===== src/rtl/rf_write_arbiter_pkg.sv =====
// cpu_pkg: shared register-file types and constants (write source, arbiter state, register addressing).
package cpu_pkg;
    localparam int REG_ADDR_W = 5;
    localparam int NUM_REGS   = 32;
    typedef enum logic {SRC_WB = 1'b0, SRC_MDU = 1'b1} rf_src_e;
    typedef enum logic [1:0] {IDLE, WAIT, STARVE} arb_state_e;
endpackage


===== src/rtl/rf_write_arbiter_if.sv =====
// rf_write_arbiter_if: write-back, MDU handshake, scoreboard-set and register-file write bundle.
//   master: pipeline side (drives wb_*, mdu_valid/rd/data, sb_set*; observes the rest)
//   slave : arbiter side (drives mdu_ready, rf_*, busy, stall_req)
interface rf_write_arbiter_if #(parameter int XLEN = 32);
    logic                               wb_we;
    logic [cpu_pkg::REG_ADDR_W-1:0]     wb_rd;
    logic [XLEN-1:0]                    wb_data;
    logic                               mdu_valid;
    logic [cpu_pkg::REG_ADDR_W-1:0]     mdu_rd;
    logic [XLEN-1:0]                    mdu_data;
    logic                               mdu_ready;
    logic                               sb_set;
    logic [cpu_pkg::REG_ADDR_W-1:0]     sb_set_rd;
    logic                               rf_we;
    logic [cpu_pkg::REG_ADDR_W-1:0]     rf_rd;
    logic [XLEN-1:0]                    rf_wdata;
    logic                               rf_src;
    logic [cpu_pkg::NUM_REGS-1:0]       busy;
    logic                               stall_req;
    modport master (
        output wb_we, wb_rd, wb_data, mdu_valid, mdu_rd, mdu_data, sb_set, sb_set_rd,
        input  mdu_ready, rf_we, rf_rd, rf_wdata, rf_src, busy, stall_req
    );
    modport slave (
        input  wb_we, wb_rd, wb_data, mdu_valid, mdu_rd, mdu_data, sb_set, sb_set_rd,
        output mdu_ready, rf_we, rf_rd, rf_wdata, rf_src, busy, stall_req
    );
endinterface


===== src/rtl/rf_write_arbiter_scoreboard.sv =====
// rf_scoreboard: busy bit per register for outstanding MDU results.
//   set/set_rd: mark a register busy; clr/clr_rd: MDU result written; busy: vector, bit 0 tied low.
module rf_scoreboard import cpu_pkg::*; (
    input  logic                  clk,
    input  logic                  rst_n,
    input  logic                  set,
    input  logic [REG_ADDR_W-1:0] set_rd,
    input  logic                  clr,
    input  logic [REG_ADDR_W-1:0] clr_rd,
    output logic [NUM_REGS-1:0]   busy
);
    logic [NUM_REGS-1:0] busy_d;
    // Clear first so a same-edge set of the same register wins.
    always_comb begin
        busy_d = busy;
        if (clr) busy_d[clr_rd] = 1'b0;
        if (set) busy_d[set_rd] = 1'b1;
        busy_d[0] = 1'b0;
    end
    always_ff @(posedge clk or negedge rst_n) begin
        if (!rst_n) busy <= '0;
        else        busy <= busy_d;
    end
endmodule


===== src/rtl/rf_write_arbiter.sv =====
// rf_write_arbiter: shares the register-file write port between write-back (fixed priority) and the MDU.
//   clk, rst_n: clock and async active-low reset; bus: slave side of rf_write_arbiter_if.
module rf_write_arbiter import cpu_pkg::*; #(
    parameter  int XLEN     = 32,
    parameter  int MAX_WAIT = 4,
    localparam int CNT_W    = $clog2(MAX_WAIT + 1)
) (
    input logic           clk,
    input logic           rst_n,
    rf_write_arbiter_if.slave bus
);
    logic                  wb_live, xfer, blocked, we_d;
    logic [REG_ADDR_W-1:0] rd_d;
    logic [XLEN-1:0]       wdata_d;
    rf_src_e               src_d;
    arb_state_e            state, state_d;
    logic [CNT_W-1:0]      cnt, cnt_d;
    assign wb_live       = bus.wb_we && bus.wb_rd != '0;
    // x0 results never need the port, so they are accepted even under write-back.
    assign bus.mdu_ready = bus.mdu_valid && (!wb_live || bus.mdu_rd == '0);
    assign xfer          = bus.mdu_valid && bus.mdu_ready;
    assign blocked       = bus.mdu_valid && !bus.mdu_ready;
    assign bus.stall_req = state == STARVE;
    always_comb begin
        we_d    = wb_live || (xfer && bus.mdu_rd != '0);
        src_d   = (!wb_live && we_d) ? SRC_MDU : SRC_WB;
        rd_d    = wb_live ? bus.wb_rd : (we_d ? bus.mdu_rd : '0);
        wdata_d = wb_live ? bus.wb_data : (we_d ? bus.mdu_data : '0);
    end
    always_comb begin
        state_d = state;
        cnt_d   = cnt;
        case (state)
            IDLE: if (blocked) begin
                state_d = (MAX_WAIT == 1) ? STARVE : WAIT;
                cnt_d   = CNT_W'(1);
            end
            WAIT: if (blocked) begin
                cnt_d = cnt + CNT_W'(1);
                if (cnt_d == CNT_W'(MAX_WAIT)) state_d = STARVE;
            end else begin
                state_d = IDLE;
                cnt_d   = '0;
            end
            // Counter stays at MAX_WAIT while starved: saturates, never wraps.
            STARVE: if (!blocked) begin
                state_d = IDLE;
                cnt_d   = '0;
            end
            default: begin
                state_d = IDLE;
                cnt_d   = '0;
            end
        endcase
    end
    always_ff @(posedge clk or negedge rst_n) begin
        if (!rst_n) begin
            state        <= IDLE;
            cnt          <= '0;
            bus.rf_we    <= 1'b0;
            bus.rf_rd    <= '0;
            bus.rf_wdata <= '0;
            bus.rf_src   <= SRC_WB;
        end else begin
            state        <= state_d;
            cnt          <= cnt_d;
            bus.rf_we    <= we_d;
            bus.rf_rd    <= rd_d;
            bus.rf_wdata <= wdata_d;
            bus.rf_src   <= src_d;
        end
    end
    rf_scoreboard u_sb (
        .clk    (clk),
        .rst_n  (rst_n),
        .set    (bus.sb_set),
        .set_rd (bus.sb_set_rd),
        .clr    (xfer),
        .clr_rd (bus.mdu_rd),
        .busy   (bus.busy)
    );
endmodule

===== src/flat_wrapper.sv =====
// flat-port wrapper written by rule: the top's interface ports become plain ports
module rf_write_arbiter_flat import cpu_pkg::*;
#(
    parameter  int XLEN     = 32,
    parameter  int MAX_WAIT = 4,
    localparam int CNT_W    = $clog2(MAX_WAIT + 1)
)
  (clk, rst_n, bus_wb_we, bus_wb_rd, bus_wb_data, bus_mdu_valid, bus_mdu_rd, bus_mdu_data, bus_sb_set, bus_sb_set_rd, bus_mdu_ready, bus_rf_we, bus_rf_rd, bus_rf_wdata, bus_rf_src, bus_busy, bus_stall_req);
  rf_write_arbiter_if #(.XLEN(XLEN)) bus_i ();
  input logic clk;
  input logic rst_n;
  input wire logic [$bits(bus_i.wb_we)-1:0] bus_wb_we;
  input wire logic [$bits(bus_i.wb_rd)-1:0] bus_wb_rd;
  input wire logic [$bits(bus_i.wb_data)-1:0] bus_wb_data;
  input wire logic [$bits(bus_i.mdu_valid)-1:0] bus_mdu_valid;
  input wire logic [$bits(bus_i.mdu_rd)-1:0] bus_mdu_rd;
  input wire logic [$bits(bus_i.mdu_data)-1:0] bus_mdu_data;
  input wire logic [$bits(bus_i.sb_set)-1:0] bus_sb_set;
  input wire logic [$bits(bus_i.sb_set_rd)-1:0] bus_sb_set_rd;
  output wire logic [$bits(bus_i.mdu_ready)-1:0] bus_mdu_ready;
  output wire logic [$bits(bus_i.rf_we)-1:0] bus_rf_we;
  output wire logic [$bits(bus_i.rf_rd)-1:0] bus_rf_rd;
  output wire logic [$bits(bus_i.rf_wdata)-1:0] bus_rf_wdata;
  output wire logic [$bits(bus_i.rf_src)-1:0] bus_rf_src;
  output wire logic [$bits(bus_i.busy)-1:0] bus_busy;
  output wire logic [$bits(bus_i.stall_req)-1:0] bus_stall_req;
  assign bus_i.wb_we = bus_wb_we;
  assign bus_i.wb_rd = bus_wb_rd;
  assign bus_i.wb_data = bus_wb_data;
  assign bus_i.mdu_valid = bus_mdu_valid;
  assign bus_i.mdu_rd = bus_mdu_rd;
  assign bus_i.mdu_data = bus_mdu_data;
  assign bus_i.sb_set = bus_sb_set;
  assign bus_i.sb_set_rd = bus_sb_set_rd;
  assign bus_mdu_ready = bus_i.mdu_ready;
  assign bus_rf_we = bus_i.rf_we;
  assign bus_rf_rd = bus_i.rf_rd;
  assign bus_rf_wdata = bus_i.rf_wdata;
  assign bus_rf_src = bus_i.rf_src;
  assign bus_busy = bus_i.busy;
  assign bus_stall_req = bus_i.stall_req;
  rf_write_arbiter #(.XLEN(XLEN), .MAX_WAIT(MAX_WAIT)) u_core (.clk(clk), .rst_n(rst_n), .bus(bus_i));
endmodule

===== config.mk =====
export PLATFORM = sky130hd
export DESIGN_NAME = rf_write_arbiter_flat
export DESIGN_NICKNAME = d
export VERILOG_FILES = /design/src/rtl/rf_write_arbiter_pkg.sv /design/src/rtl/rf_write_arbiter_if.sv /design/src/rtl/rf_write_arbiter_scoreboard.sv /design/src/rtl/rf_write_arbiter.sv /design/src/flat_wrapper.sv
export SDC_FILE = /design/constraint.sdc
export NUM_CORES = 1
export LEC_CHECK = 0
export ABC_AREA = 1
export CAP_MARGIN = 20
export CORE_MARGIN = 2
export CORE_UTILIZATION = 41
export CTS_CLUSTER_DIAMETER = 100
export CTS_CLUSTER_SIZE = 28
export DETAILED_ROUTE_END_ITERATION = 12
export GPL_TIMING_DRIVEN = 0
export PLACE_DENSITY = 0.84
export SLEW_MARGIN = 10
export SYNTH_ARGS = -nofsm -noshare
export SYNTH_HDL_FRONTEND = slang
export SYNTH_SLANG_ARGS = --single-unit

===== constraint.sdc =====
create_clock -name clk -period 2.7 [get_ports clk]
set_clock_uncertainty 0.15 [all_clocks]
set_input_delay 0.54 -clock clk [delete_from_list [all_inputs] [get_ports clk]]
set_output_delay 0.54 -clock clk [all_outputs]
set_load 0.02 [all_outputs]

==> results of run 1 <==
[where the power goes]
part	total (mW)	switching [mW]	internal, mW	leakage [nW]
Sequential	1.37	0.0891	1.28	0.922
Combinational	0.978	0.511	0.468	1.53
Clock	1.07	0.410	0.660	0.122
Total	3.42	1.01	2.41	2.58
[layout make-up]
| type | count | area [um^2] |
|---|---|---|
| fill | 669 | 2790 |
| buffer | 24 | 154 |
| multi-input combinational | 328 | 1470 |
| timing repair buffer | 156 | 1570 |
| clock buffer | 11 | 151 |
| clock inverter | 4 | 97.6 |
| tap | 105 | 131 |
| sequential | 75 | 1880 |
| inverter | 17 | 63.8 |
[tightest hold or removal path: stages (launching register included)]
cell and delay (ns):
dfrtp_1 0.35, nand2_1 0.05, nand2_1 0.05
[layout by cell type (no fill, tap or decap), types with 2 or more instances in the layout]
cell             instances
nand2_1                185
inv_1                   15
nor2_2                   2
nor3_1                   9
clkbuf_8                11
buf_1                    5
bufinv_16                3
dfrtp_1                 75
ha_1                     2
clkdlybuf4s50_1        149
inv_2                    2
buf_2                    6
dlygate4sd2_1            3
buf_6                    6
nor2_1                  39
clkbuf_1                 4
nand3_1                 42
nand4_1                 37
buf_4                    4
[sequential cells by signal, summed over array words and instances, names as in the netlist]
| name | cells |
|---|---|
| u_core.bus.rf_wdata | 32 |
| u_core.u_sb.busy | 31 |
| u_core.bus.rf_rd | 5 |
| u_core.cnt | 3 |
| u_core.state | 2 |
| u_core.bus.rf_src | 1 |
| u_core.bus.rf_we | 1 |
[through the flow]
step | setup WS [ns] | total power [mW] | cells
final | 0.170 | 3.42 | 720
after global routing | 0.0724 | 3.57 | 720
after detailed placement | -0.339 | 2.37 | 704
after CTS | 0.0261 | 3.44 | 720
after floorplan | 0.814 | 1.80 | 444
after global placement | -1.60 | 2.35 | 703
[how the worst min path moves through the flow]
stage	start	endpoint	slack, ns	depth (start not counted)
2_1_floorplan	rst_n	u_core.bus.rf_rd[0]	0.09	0
3_3_place_gp	u_core.u_sb.busy[28]	u_core.u_sb.busy[28]	0.31	2
3_5_place_dp	u_core.u_sb.busy[14]	u_core.u_sb.busy[14]	0.31	2
4_1_cts	u_core.u_sb.busy[14]	u_core.u_sb.busy[14]	0.33	2
5_1_grt	u_core.u_sb.busy[28]	u_core.u_sb.busy[28]	0.36	2
6_report	u_core.u_sb.busy[8]	u_core.u_sb.busy[8]	0.33	2
[cell families after synthesis]
family / count (synthesis) / synth area share, %
AOI/OAI and AO/OA: 3 / 0.492
xor gates and xnor gates: 1 / 0.246
adders and majority gates: 2 / 0.703
buffers and inverters: 41 / 6.12
DFF: 75 / 52.7
other: 1 / 0.105
and+or+nand+nor: 321 / 39.6
[timing repair]
item	4_1_cts	5_1_grt
gates resized for setup	7	1
endpoints found under the hold margin	30	0
endpoints found under the setup margin	1	1
hold buffers	1	0
cloned	0	0
[routing by layer]
metal / GRT usage [%] / share of wire [%]
met1: 30.0 / 41
met2: 41.7 / 50
met3: 5.25 / 7.5
met4: 7.26 / 1.6
met5: 0 / 0
==> qor.yml, run 1 <==
status: "completed"
numClockSinks: 75
syn_nets: 530
gr-total-overflow: 0
synthFlopType: "dfrtp_1"
clock_latency_ns: 0.34
final-setup-viol-count: 0
avgSynthCellArea_um2: 8.01
htree_levels: 3
yosysMostFrequentCell: "nand2_1"
fmaxAchievable_mhz: 395
drtPass1Iterations: 4
final_nets: 697
cts_tree: "built"
start_kind: "input pin"
design_area_um2: 5510
yosysSeqAreaShare_pct: 52.7
reg2reg_to: "u_core.state[0]"
place_area_um2: 5260
grt_pass1_wl_um: 18200
drt_iter0_markers: 140
min_path_type: "reg2reg"
post-route-min-period_ns: 2.53
antenna_found_initial: 0
finalHoldViolations: 0
drv_cap: 0
ys_types: 27
ant_nets: 0
grt.total_usage_pct: 24.0
r2r-start: "u_core.cnt[0]"
diodes: 0
slew_headroom_pct: 37.3
timing.final.crit_share_pct: 93.7
rrSetupSlack_ns: 1.29
area_growth_pct: 54.8
powerDensity_nw_per_um2: 621
netlist_instances: 444
fp.dieH_um: 97.2
die_width_um: 97.2
crit_chain: "clkdlybuf4s50_1 > nor2_1 > nand3_1 > nand2_2 > inv_2 > nand2_4 > nand2_1 > inv_1 > clkbuf_2"
synth_edf_count: 0
cts_setup_buffers: 0
fin_util_pct: 66.4
crit_fanout: 8
drv_slew: 0
grt_max_degree: 46
cts_root_buf: "clkbuf_8"
post_drt_wl_per_cell_um: 15.8
drc_errors: 0
cpPeakStageDelay_ns: 0.43
synth.top_cell.area_share_pct: 52.7
leakage_nw: 2.58
grt_setup_unrepaired: "no"
synthTopCellsByCount: "nand2_1 (185), dfrtp_1 (75), nand3_1 (42), nor2_1 (40), nand4_1 (37)"
cp.required_ns: 2.01
hold_ws_ns: 0.328
cp_top_family: "buffers and inverters"
ys_top_cells_by_area: "dfrtp_1 (53%), nand2_1 (20%), nand4_1 (6.5%)"
vias: 3687
worst-path-stages: 9
post-synth-top-area-cell: "dfrtp_1"
reg2reg_depth: 4
crit_end: "bus_mdu_ready"
coreArea_um2: 8300
synthArstFlopShare_pct: 100
path_buf_inv: 4
dp_hpwl_um: 8430
synthesis.area_um2: 3560
cts_buffers: 9
tightest_slew_ns: 0.933
crit_path_end_kind: "output port"
ys_seq_elements: 75
clkTransAtPathRegs_ns: 0.07
crit_arrival_ns: 1.84
vias_per_cell: 5.12
clk_path_buf_depth: 2
num_rows: 33
port_buffers: 154
drive_above_1_share_pct: 6.99
crit_type: "in2out"
slowest_stage: "clkdlybuf4s50_1"
routabilityCongestion: 0.914
grt_pass1_vias: 3598
ys_warn_count: 0
start_util_pct: 42.9
tns_ns: 0
io_pins: 157
wl_um: 11400
cp-startpoint: "bus_wb_rd[3]"
dieArea_um2: 9440
vdd_drop_max_mv: 0.323
(Power assumes the default switching activity.)
==> run 2, diff against run 1 <==
TNS_END_PERCENT = 100   (was not set)
==> results of run 2 <==
The final DEF is identical to that of run 1; final timing and power are the same.
